--- config.mk ---
export PLATFORM = sky130hd
export DESIGN_NAME = ysyx_22050058_pipe_ctrl_flat
export DESIGN_NICKNAME = d
export VERILOG_FILES = /design/src/rtl/ysyx_22050058_pipe_ctrl_if.sv /design/src/rtl/ysyx_22050058_pipe_ctrl.sv /design/src/flat_wrapper.sv
export SDC_FILE = /design/constraint.sdc
export NUM_CORES = 1
export LEC_CHECK = 0
export CORE_AREA = 2 2 90 92
export CTS_BUF_LIST = sky130_fd_sc_hd__clkbuf_16
export CTS_CLUSTER_DIAMETER = 200
export DETAILED_ROUTE_END_ITERATION = 8
export DIE_AREA = 0 0 92 94
export GPL_ROUTABILITY_DRIVEN = 0
export HOLD_SLACK_MARGIN = 0.06
export PLACE_DENSITY = 0.79
export RECOVER_POWER = 100
export SLEW_MARGIN = 20
export SYNTH_ARGS = -nofsm -noshare
export SYNTH_HDL_FRONTEND = slang
export SYNTH_SLANG_ARGS = --single-unit
--- constraint.sdc ---
create_clock -name clk -period 5.6 [get_ports clk]
set_input_delay 0.84 -clock clk [delete_from_list [all_inputs] [get_ports clk]]
set_output_delay 0.84 -clock clk [all_outputs]
set_load 0.005 [all_outputs]
--- src/rtl/ysyx_22050058_pipe_ctrl_if.sv ---
`default_nettype none
// ============================================================================
//  Module      : ysyx_22050058_pipe_ctrl_if
//  Description : Bundle of pipeline request inputs and control outputs for
//                the pipeline stall/flush controller. The master side raises
//                stage requests. The slave side is the controller.
//  Revision    : 1.0 - initial release
// ============================================================================
interface ysyx_22050058_pipe_ctrl_if #(
    parameter int STAGES = 6,
    parameter int CNT_W  = 32
);
    // Requests from the pipeline stages and the commit logic
    logic [STAGES-1:0] stall_req_i;
    logic [STAGES-1:0] flush_req_i;
    logic              trap_req_i;
    logic              trap_done_i;

    // Controls and status from the controller
    logic [STAGES-1:0] stall;
    logic [STAGES-1:0] flush;
    logic [1:0]        state_o;
    logic [CNT_W-1:0]  stall_cnt_o;
    logic [CNT_W-1:0]  flush_cnt_o;

    // Pipeline / requester side
    modport master (
        output stall_req_i,
        output flush_req_i,
        output trap_req_i,
        output trap_done_i,
        input  stall,
        input  flush,
        input  state_o,
        input  stall_cnt_o,
        input  flush_cnt_o
    );

    // Controller side
    modport slave (
        input  stall_req_i,
        input  flush_req_i,
        input  trap_req_i,
        input  trap_done_i,
        output stall,
        output flush,
        output state_o,
        output stall_cnt_o,
        output flush_cnt_o
    );
endinterface
`default_nettype wire

--- src/rtl/ysyx_22050058_pipe_ctrl.sv ---
`default_nettype none
// ============================================================================
//  Module      : ysyx_22050058_pipe_ctrl
//  Description : Pipeline hazard controller. It builds the per-stage stall
//                and flush masks from the stage requests. It defers
//                redirects that a stall on an older stage blocks, and holds
//                flushes for a configurable number of cycles. It sequences
//                trap entry. It also keeps stall and flush event counters.
//  Revision    : 1.0 - initial release
// ============================================================================
module ysyx_22050058_pipe_ctrl #(
    parameter int STAGES     = 6,
    parameter int FLUSH_HOLD = 1,
    parameter int CNT_W      = 32
) (
    input wire clk,
    input wire rst,
    ysyx_22050058_pipe_ctrl_if.slave bus
);

    // ------------------------------------------------------------------
    // Constants
    // ------------------------------------------------------------------
    localparam int                c_HOLD_W    = 4;
    localparam logic [c_HOLD_W-1:0] c_HOLD_INIT = c_HOLD_W'(FLUSH_HOLD - 1);
    localparam logic [c_HOLD_W-1:0] c_HOLD_ONE  = c_HOLD_W'(1);
    localparam logic [STAGES-1:0] c_ALL_ONES  = {STAGES{1'b1}};
    localparam logic [STAGES-1:0] c_FETCH_BIT = {{(STAGES-1){1'b0}}, 1'b1};
    localparam logic [CNT_W-1:0]  c_CNT_ONE   = {{(CNT_W-1){1'b0}}, 1'b1};
    localparam logic [CNT_W-1:0]  c_CNT_MAX   = {CNT_W{1'b1}};
    localparam bit                c_USE_HOLD  = (FLUSH_HOLD > 1);

    // Controller states; the encoding is visible on state_o
    typedef enum logic [1:0] {
        c_ST_RUN   = 2'b00,
        c_ST_FLUSH = 2'b01,
        c_ST_TRAP  = 2'b10
    } state_t;

    // ------------------------------------------------------------------
    // State
    // ------------------------------------------------------------------
    state_t               state_q,     state_d;
    logic [STAGES-1:0]    pend_q,      pend_d;       // deferred redirect mask, 0 = none
    logic [STAGES-1:0]    hold_mask_q, hold_mask_d;  // mask replayed while in FLUSH
    logic [c_HOLD_W-1:0]  hold_cnt_q,  hold_cnt_d;   // FLUSH cycles still to go
    logic [CNT_W-1:0]     stall_cnt_q, stall_cnt_d;
    logic [CNT_W-1:0]     flush_cnt_q, flush_cnt_d;

    // ------------------------------------------------------------------
    // Combinational signals
    // ------------------------------------------------------------------
    logic [STAGES-1:0] w_stall_fill;   // bits [j:0], j = highest stall request
    logic [STAGES-1:0] w_new_mask;     // bits [k-1:0], k = highest redirect
    logic [STAGES-1:0] w_cand;         // redirect mask competing this cycle
    logic [STAGES-1:0] w_stall;
    logic [STAGES-1:0] w_flush;
    logic              w_flush_evt;    // applied redirect or trap entry

    // A stage stalls when it or any younger-indexed... older stage requests it:
    // every stage at or below the highest requester must hold.
    generate
        for (genvar i = 0; i < STAGES; i++) begin : g_stall_fill
            assign w_stall_fill[i] = |bus.stall_req_i[STAGES-1:i];
        end
    endgenerate

    // A redirect at stage k squashes every stage below it. A redirect
    // reported by stage 0 alone squashes nothing.
    generate
        for (genvar i = 0; i < STAGES; i++) begin : g_flush_fill
            if (i == STAGES - 1) begin : g_top
                assign w_new_mask[i] = 1'b0;
            end else begin : g_low
                assign w_new_mask[i] = |bus.flush_req_i[STAGES-1:i+1];
            end
        end
    endgenerate

    // Thermometer masks compare like indices: the larger mask is the older
    // redirect, so it takes priority over a pending one.
    assign w_cand = (w_new_mask > pend_q) ? w_new_mask : pend_q;

    // Next-state and output decode for the controller FSM
    always_comb begin
        state_d     = state_q;
        pend_d      = pend_q;
        hold_mask_d = hold_mask_q;
        hold_cnt_d  = hold_cnt_q;
        w_stall     = w_stall_fill;
        w_flush     = '0;
        w_flush_evt = 1'b0;

        case (state_q)
            c_ST_RUN: begin
                if (bus.trap_req_i) begin
                    w_flush     = c_ALL_ONES;
                    w_flush_evt = 1'b1;
                    pend_d      = '0;
                    hold_mask_d = '0;
                    hold_cnt_d  = '0;
                    state_d     = c_ST_TRAP;
                end else if (|w_cand) begin
                    // ~w_cand selects the stages at or above the redirect
                    // point. A stall there means the redirect must wait.
                    if (|(bus.stall_req_i & ~w_cand)) begin
                        pend_d = w_cand;
                    end else begin
                        w_flush     = w_cand;
                        w_flush_evt = 1'b1;
                        pend_d      = '0;
                        if (c_USE_HOLD) begin
                            state_d     = c_ST_FLUSH;
                            hold_mask_d = w_cand;
                            hold_cnt_d  = c_HOLD_INIT;
                        end
                    end
                end
            end

            c_ST_FLUSH: begin
                if (bus.trap_req_i) begin
                    w_flush     = c_ALL_ONES;
                    w_flush_evt = 1'b1;
                    pend_d      = '0;
                    hold_mask_d = '0;
                    hold_cnt_d  = '0;
                    state_d     = c_ST_TRAP;
                end else if (w_new_mask > hold_mask_q) begin
                    // An older redirect widens the flush and restarts the hold
                    w_flush     = w_new_mask;
                    w_flush_evt = 1'b1;
                    hold_mask_d = w_new_mask;
                    hold_cnt_d  = c_HOLD_INIT;
                end else begin
                    w_flush = hold_mask_q;
                    if (hold_cnt_q <= c_HOLD_ONE) begin
                        hold_cnt_d  = '0;
                        hold_mask_d = '0;
                        state_d     = c_ST_RUN;
                    end else begin
                        hold_cnt_d = hold_cnt_q - c_HOLD_ONE;
                    end
                end
            end

            c_ST_TRAP: begin
                // The whole pipe is frozen until the handler PC is known.
                // Then fetch alone is bubbled as the pipe restarts.
                w_stall = c_ALL_ONES;
                if (bus.trap_done_i) begin
                    w_flush = c_FETCH_BIT;
                    state_d = c_ST_RUN;
                end
            end

            default: begin
                w_stall     = '0;
                pend_d      = '0;
                hold_mask_d = '0;
                hold_cnt_d  = '0;
                state_d     = c_ST_RUN;
            end
        endcase
    end

    // Stall counter saturates. The flush counter wraps.
    always_comb begin
        stall_cnt_d = stall_cnt_q;
        flush_cnt_d = flush_cnt_q;
        if (|w_stall && (stall_cnt_q != c_CNT_MAX)) begin
            stall_cnt_d = stall_cnt_q + c_CNT_ONE;
        end
        if (w_flush_evt) begin
            flush_cnt_d = flush_cnt_q + c_CNT_ONE;
        end
    end

    // State register with asynchronous reset
    always_ff @(posedge clk or posedge rst) begin
        if (rst) begin
            state_q     <= c_ST_RUN;
            pend_q      <= '0;
            hold_mask_q <= '0;
            hold_cnt_q  <= '0;
            stall_cnt_q <= '0;
            flush_cnt_q <= '0;
        end else begin
            state_q     <= state_d;
            pend_q      <= pend_d;
            hold_mask_q <= hold_mask_d;
            hold_cnt_q  <= hold_cnt_d;
            stall_cnt_q <= stall_cnt_d;
            flush_cnt_q <= flush_cnt_d;
        end
    end

    // Controls are forced quiet while reset is held
    assign bus.stall       = rst ? '0 : w_stall;
    assign bus.flush       = rst ? '0 : w_flush;
    assign bus.state_o     = state_q;
    assign bus.stall_cnt_o = stall_cnt_q;
    assign bus.flush_cnt_o = flush_cnt_q;

endmodule
`default_nettype wire

--- src/flat_wrapper.sv ---
// flat-port wrapper written by rule: the top's interface ports become plain ports
module ysyx_22050058_pipe_ctrl_flat 
#(
    parameter int STAGES     = 6,
    parameter int FLUSH_HOLD = 1,
    parameter int CNT_W      = 32
)
  (clk, rst, bus_stall_req_i, bus_flush_req_i, bus_trap_req_i, bus_trap_done_i, bus_stall, bus_flush, bus_state_o, bus_stall_cnt_o, bus_flush_cnt_o);
  ysyx_22050058_pipe_ctrl_if #(.STAGES(STAGES), .CNT_W(CNT_W)) bus_i ();
  input wire clk;
  input wire rst;
  input wire logic [$bits(bus_i.stall_req_i)-1:0] bus_stall_req_i;
  input wire logic [$bits(bus_i.flush_req_i)-1:0] bus_flush_req_i;
  input wire logic [$bits(bus_i.trap_req_i)-1:0] bus_trap_req_i;
  input wire logic [$bits(bus_i.trap_done_i)-1:0] bus_trap_done_i;
  output wire logic [$bits(bus_i.stall)-1:0] bus_stall;
  output wire logic [$bits(bus_i.flush)-1:0] bus_flush;
  output wire logic [$bits(bus_i.state_o)-1:0] bus_state_o;
  output wire logic [$bits(bus_i.stall_cnt_o)-1:0] bus_stall_cnt_o;
  output wire logic [$bits(bus_i.flush_cnt_o)-1:0] bus_flush_cnt_o;
  assign bus_i.stall_req_i = bus_stall_req_i;
  assign bus_i.flush_req_i = bus_flush_req_i;
  assign bus_i.trap_req_i = bus_trap_req_i;
  assign bus_i.trap_done_i = bus_trap_done_i;
  assign bus_stall = bus_i.stall;
  assign bus_flush = bus_i.flush;
  assign bus_state_o = bus_i.state_o;
  assign bus_stall_cnt_o = bus_i.stall_cnt_o;
  assign bus_flush_cnt_o = bus_i.flush_cnt_o;
  ysyx_22050058_pipe_ctrl #(.STAGES(STAGES), .FLUSH_HOLD(FLUSH_HOLD), .CNT_W(CNT_W)) u_core (.clk(clk), .rst(rst), .bus(bus_i));
endmodule
Yosys cells after proc, flatten, opt, wreduce, memory -nomap -nowiden. Cells that the tools add are included.

Register bits: 82. Input port bits: 16. Output and inout port bits: 78. Word-level logic and storage cells: 81.

Add/subtract/negate cells: 3. $lt $le $gt $ge: 3. Eq/ne operators: 10. Multiplexer cells: 37. Bitwise logic cells: 3. Reduce and logical (&&, ||, !) cells: 19.

Operator list (count): 6-bit two-way mux (15); 32-bit by 1-bit adder with 32-bit output, second input constant (2); 6-bit one-hot mux with 3 select lines (3); 32-bit inequality test, second input constant (1); 6-bit OR reduction (4); 4-bit two-way mux (4); 5-bit by 6-bit greater-than comparator with 1-bit output (2); 4-bit one-hot mux with 3 select lines (1); 6-bit one-hot mux with 2 select lines (1); 2-bit two-way mux (5); 5-bit OR reduction (2); 4-bit OR reduction (2); 6-bit bitwise AND (1); 1-bit two-way mux (6); 2-bit inequality test, second input constant (3); 3-bit by 2-bit inequality test with 1-bit output, second input constant (2); 6-bit inverter (1); 2-bit one-hot mux with 3 select lines (1); 3-bit AND reduction (2); 2-bit OR reduction (3); 3-bit OR reduction (2); 4-bit by 1-bit less-or-equal comparator with 1-bit output, second input constant (1); 4-bit by 2-bit inequality test with 1-bit output, second input constant (1); 4-bit AND reduction (1); other kinds (9) (9).

Longest topological paths before layout.
Depth in word-level cells: 11. Depth in mapped cells: 14. Depth with buffers taken out: 13.

Least setup slack after synthesis. OpenSTA, ideal clock, no wires.

Path type: input port to output port. Start point: input port bus_flush_req_i[4]. End point: output port bus_flush[1]. Arrival time: 3703 ps. Data required time: 4760 ps. Slack: 1057 ps. Cell stages on the path: 12. Buffers on the path: 0. Cells stage by stage: or3_1 -> nor2_1 -> inv_1 -> ha_1 -> nor2b_1 -> o21ai_1 -> a2111oi_2 -> o21bai_1 -> a222oi_1 -> a31oi_1 -> or3_1 -> a21oi_1.

Longest elaborated chain between the ends: 11. Elaborated cells on any way between the ends: 18. Classes of those cells: order compare: 2; mux: 8; bitwise: 2; reduce/logical: 6.

RTL lines: start: declaration (line flat_wrapper.sv:13) `input wire logic [$bits(bus_i.flush_req_i)-1:0] bus_flush_req_i;`; 5-bit OR reduction (tied with other cells) (line ysyx_22050058_pipe_ctrl.sv:75) `assign w_new_mask[i] = |bus.flush_req_i[STAGES-1:i+1];`; 5-bit by 6-bit greater-than comparator with 1-bit output (line ysyx_22050058_pipe_ctrl.sv:82) `assign w_cand = (w_new_mask > pend_q) ? w_new_mask : pend_q;`; 6-bit two-way mux (line ysyx_22050058_pipe_ctrl.sv:82); 6-bit inverter (line ysyx_22050058_pipe_ctrl.sv:106) `if (|(bus.stall_req_i & ~w_cand)) begin`; 6-bit bitwise AND (line ysyx_22050058_pipe_ctrl.sv:106); 6-bit OR reduction (line ysyx_22050058_pipe_ctrl.sv:106); 6-bit two-way mux (line ysyx_22050058_pipe_ctrl.sv:106); 6-bit two-way mux (line ysyx_22050058_pipe_ctrl.sv:103) `end else if (|w_cand) begin`; 6-bit two-way mux (line ysyx_22050058_pipe_ctrl.sv:96) `if (bus.trap_req_i) begin`; 6-bit one-hot mux with 3 select lines (*) (line ysyx_22050058_pipe_ctrl.sv:94) `case (state_q)`; 6-bit two-way mux (*) (line ysyx_22050058_pipe_ctrl.sv:200) `assign bus.flush = rst ? '0 : w_flush;`; end: declaration (line flat_wrapper.sv:17) `output wire logic [$bits(bus_i.flush)-1:0] bus_flush;`.

Mark *: on every way between the ends. The rest lies on a longest branch, timed or not.

Worst setup path in the final report.
Start point: input port bus_flush_req_i[4]. End point: output port bus_flush[3].

Same word-level chain as after synthesis.

==> qor.csv <==
stage,metric,value,unit
worst_setup_path,endpoint_kind,primary output,
placement,place_area,0.00473,sq mm
clock_network,clkTransAtPathRegs,0.06,ns
worst_setup_path,cp_slowest_stage_delay,0.52,ns
clock_network,insertion_delay,0.32,ns
routing,firstDrtPassIters,4,
worst_setup_path,critPathRequiredTime,4.76,ns
power,p_switching,0.000544,W
layout,fin_nets,492,
layout,num_antenna_cells,0,
global_route,grt_usage,0.206,
clock_network,clock-root-buffer,clkbuf_16,
logic_synthesis,ys_seq_elements,71,
layout,fin_area,0.00502,sq mm
clock_network,cts.sinks,71,
worst_setup_path,cp_max_fo,5,
die,core.rowCount,32,
routing,wl_met3,421,um
layout,syn_to_final_growth,35.9,%
clock_network,cts_hold_buf,0,
placement,place_hpwl,6010,um
global_route,grt_pass1_wl,14300,um
logic_synthesis,synth-edff-count,0,
logic_synthesis,syn_area_per_cell,10.0,sq um
placement,port_buffers,91,
routing,m1WireLength,3910,um
status,failed_checks,"capacitance limit, slew limit",
sta,clock_skew,0.00986,ns
run,maxCapViolations,1,
routing,routed.top_layer,met4,
logic_synthesis,ys_seq_area_frac,0.481,
sta,fin_setup_tns,0,ns
clock_network,tritoncts,done,
routing,routed-wl-met2,3980,um
die,die_w,92,um
die,fp.dieArea,0.00865,sq mm
clock_network,cts-htree-levels,3,
worst_setup_path,crit_type,input pin to primary output,
sta,finalSetupViolations,0,
worst_setup_path,crit_buf_inv,3,
sta,hold_viol_final,0,
logic_synthesis,synth_ff_type,dfrtp_1,
logic_synthesis,synth_area,0.00370,sq mm
logic_synthesis,synth_warnings,0,
sta,slew_headroom,-1.48,
sta,period_share,0.975,
clock_network,ctsLongestPathBuffers,2,
power,p_int,0.00123,W
worst_hold_path,hold_class,flop to flop,
worst_setup_path,crit_path_start_kind,input pin,
logic_synthesis,synth_cell_types,48,
power,pwr-share-clk,0.334,
logic_synthesis,async_flop_share,1.00,
global_route,first_global_vias,3006,
routing,routedWlPerCell,14.6,um
routing,wirelength,8390,um
global_route,grt_max_degree,72,
global_route,antenna_found_initial,0,
die,die_height,94,um
routing,drtIter0Drc,156,
sta,finalWorstSetupSlack,0.142,ns
sta,post-route-min-period,5.46,ns
routing,ant_nets,0,
power,power_frac_comb,0.267,
sta,drv_slew,72,
worst_setup_path,crit_family,compound AO/OA/AOI/OAI gates,
worst_setup_path,critical_path.cell_chain,clkdlybuf4s50_1 -> or3_1 -> buf_4 -> ha_1 -> and3_1 -> a31o_1 -> a21oi_4 -> o21bai_1 -> a222oi_1 -> a31oi_2 -> or3_1 -> a21oi_1 -> clkdlybuf4s50_1,
power,peakVddDrop,0.000207,V
layout,drive_gt1_frac,0.0719,
sta,fmax,183,MHz
sta,worst_pin_slew,3.72,ns
power,power.density,354,mW/mm^2
global_route,grt_overflow,0,
logic_synthesis,synth_fp_nets,392,
status,status,"finished, violations left",
power,total_leakage_power,2.32,nW
die,initial_core_util,0.486,
die,io_pins,94,
routing,drcViolationCount,0,
power,swShare,0.306,
placement,pre_cts_ws,0.0496,ns
logic_synthesis,synth_cells,369,
worst_setup_path,critPathSlowestCell,clkdlybuf4s50_1,
clock_network,numCtsBuffers,9,
routing,via_count,3054,
routing,viasPerCell,5.31,
die,core,0.00761,sq mm
worst_setup_path,crit_arrival,4.62,ns
power,power_frac_seq,0.399,
sta,fin_hold_ws,0.468,ns
final timing paths:
path | slack (ns) | endpoint | start | cells after the start
max reg2reg | 1.44 | u_core.bus.flush_cnt_o[22]$_DFFE_PP0P_ | u_core.pend_q[3]$_DFFE_PP0P_ | 13
max | 0.14 | bus_flush[3] | bus_flush_req_i[4] | 13
min reg2reg | 0.47 | u_core.bus.flush_cnt_o[31]$_DFFE_PP0P_ | u_core.bus.flush_cnt_o[31]$_DFFE_PP0P_ | 1
min in group asynchronous | 2.61 | u_core.bus.stall_cnt_o[29]$_DFFE_PP0P_ | rst | 3
max in group asynchronous | 0.91 | u_core.bus.flush_cnt_o[8]$_DFFE_PP0P_ | rst | 3
min | 0.47 | u_core.bus.flush_cnt_o[31]$_DFFE_PP0P_ | u_core.bus.flush_cnt_o[31]$_DFFE_PP0P_ | 1
sequential cells by signal (all words and copies together), names as in the netlist:
signal	count
u_core.bus.stall_cnt_o	32
u_core.bus.flush_cnt_o	32
u_core.bus.state_o	1
u_core.pend_q	6
worst register-to-register path: cells and delay by family, from the launching register on:
family / cells / cell delay (ns)
DFF: 1 / 0.39
adders and majority gates: 1 / 0.31
and+or+nand+nor: 2 / 0.45
buffers and inverters: 4 / 1.44
xor gates and xnor gates: 1 / 0.22
AOI/OAI and AO/OA: 5 / 1.23
cell usage after synthesis, types with 3 or more instances:
cell type  number  area, sq um
inv_1          14         52.6
and2_1          4         25.0
o21a_1          3         22.5
nand4_1        11         68.8
or3_1           3         18.8
nand2_1        29          109
nor4b_1         4         35.0
nor4_1          8         50.1
nand3_1        24          120
nor3_1         15         75.1
nand2b_1        4         25.0
xor2_1         41          359
a21o_1          3         22.5
a21oi_1         8         40.0
ha_1            7         87.6
xnor2_1        21          184
or2_2           3         18.8
nor4_2          4         50.1
clkbuf_1        5         18.8
buf_4           3         22.5
and3_1         10         62.6
nor2_1         41          154
dfrtp_1        71         1780
a22o_1          4         35.0
power groups by stage:
| stage | Sequential [W] | Clock, W | Combinational, W |
|---|---|---|---|
| 3_3_place_gp | 0.000719 | 0 | 0.000481 |
| 6_report | 0.000710 | 0.000593 | 0.000475 |
| 2_1_floorplan | 0.000693 | 0 | 0.000272 |
| 3_5_place_dp | 0.000719 | 0 | 0.000495 |
| 4_1_cts | 0.000713 | 0.000607 | 0.000498 |
| 5_1_grt | 0.000725 | 0.000626 | 0.000528 |
what timing repair did:
action,CTS,global route
endpoints found under the setup margin,0,5
resized for setup,0,3
endpoints found under the hold margin,0,0
buffers inserted,0,2
layout make-up:
class,count,area (sq um)
fill,627,2580
tap,102,128
clock buffer,9,225
timing repair buffer,100,971
multi-input combinational,273,1780
clock inverter,6,86.3
inverter,14,52.6
sequential,71,1780
through the flow:
step / cells / utilization / total power (W)
after floorplan: 369 / - / 0.000965
after global placement: 558 / 0.621 / 0.00120
after detailed placement: 558 / 0.621 / 0.00121
after CTS: 573 / 0.662 / 0.00182
after global routing: 575 / 0.660 / 0.00188
final: 575 / 0.660 / 0.00178
routing by layer:
layer / global-route usage / vias to the layer above
li1: - / 1484
met1: 0.284 / 1487
met2: 0.320 / 75
met3: 0.0474 / 8
met4: 0.0734 / 0
met5: 0 / -
placed cells by master, fill, tap and decap left out, types with 2 or more instances in the layout:
| cell | n |
|---|---|
| a21o_1 | 3 |
| a21oi_1 | 8 |
| a22o_1 | 4 |
| and2_0 | 2 |
| and2_1 | 2 |
| and3_1 | 10 |
| and4_1 | 2 |
| buf_4 | 6 |
| bufinv_16 | 2 |
| clkbuf_1 | 2 |
| clkbuf_16 | 9 |
| clkdlybuf4s50_1 | 18 |
| clkinv_1 | 2 |
| clkinv_4 | 2 |
| dfrtp_1 | 71 |
| dlygate4sd3_1 | 73 |
| ha_1 | 7 |
| inv_1 | 13 |
| mux2_2 | 2 |
| mux2i_1 | 2 |
| nand2_1 | 29 |
| nand2b_1 | 4 |
| nand3_1 | 24 |
| nand4_1 | 11 |
| nor2_1 | 40 |
| nor2b_1 | 2 |
| nor3_1 | 15 |
| nor4_1 | 12 |
| nor4b_1 | 5 |
| o21a_1 | 3 |
| o21bai_1 | 2 |
| or2_2 | 2 |
| or3_1 | 3 |
| xnor2_1 | 21 |
| xor2_1 | 41 |
cells by family (layout without fill, tap and decap cells):
| group | after synthesis | in the layout | synth area share |
|---|---|---|---|
| mux | 4 | 4 | 0.0115 |
| flops | 71 | 71 | 0.481 |
| other cells | 1 | 1 | 0.00101 |
| compound gates | 32 | 32 | 0.0687 |
| fa+ha+maj | 7 | 7 | 0.0237 |
| xor+xnor | 62 | 62 | 0.147 |
| buf+inv | 25 | 129 | 0.0308 |
| simple gates | 167 | 167 | 0.237 |
Power figures use the tool's default switching activity.
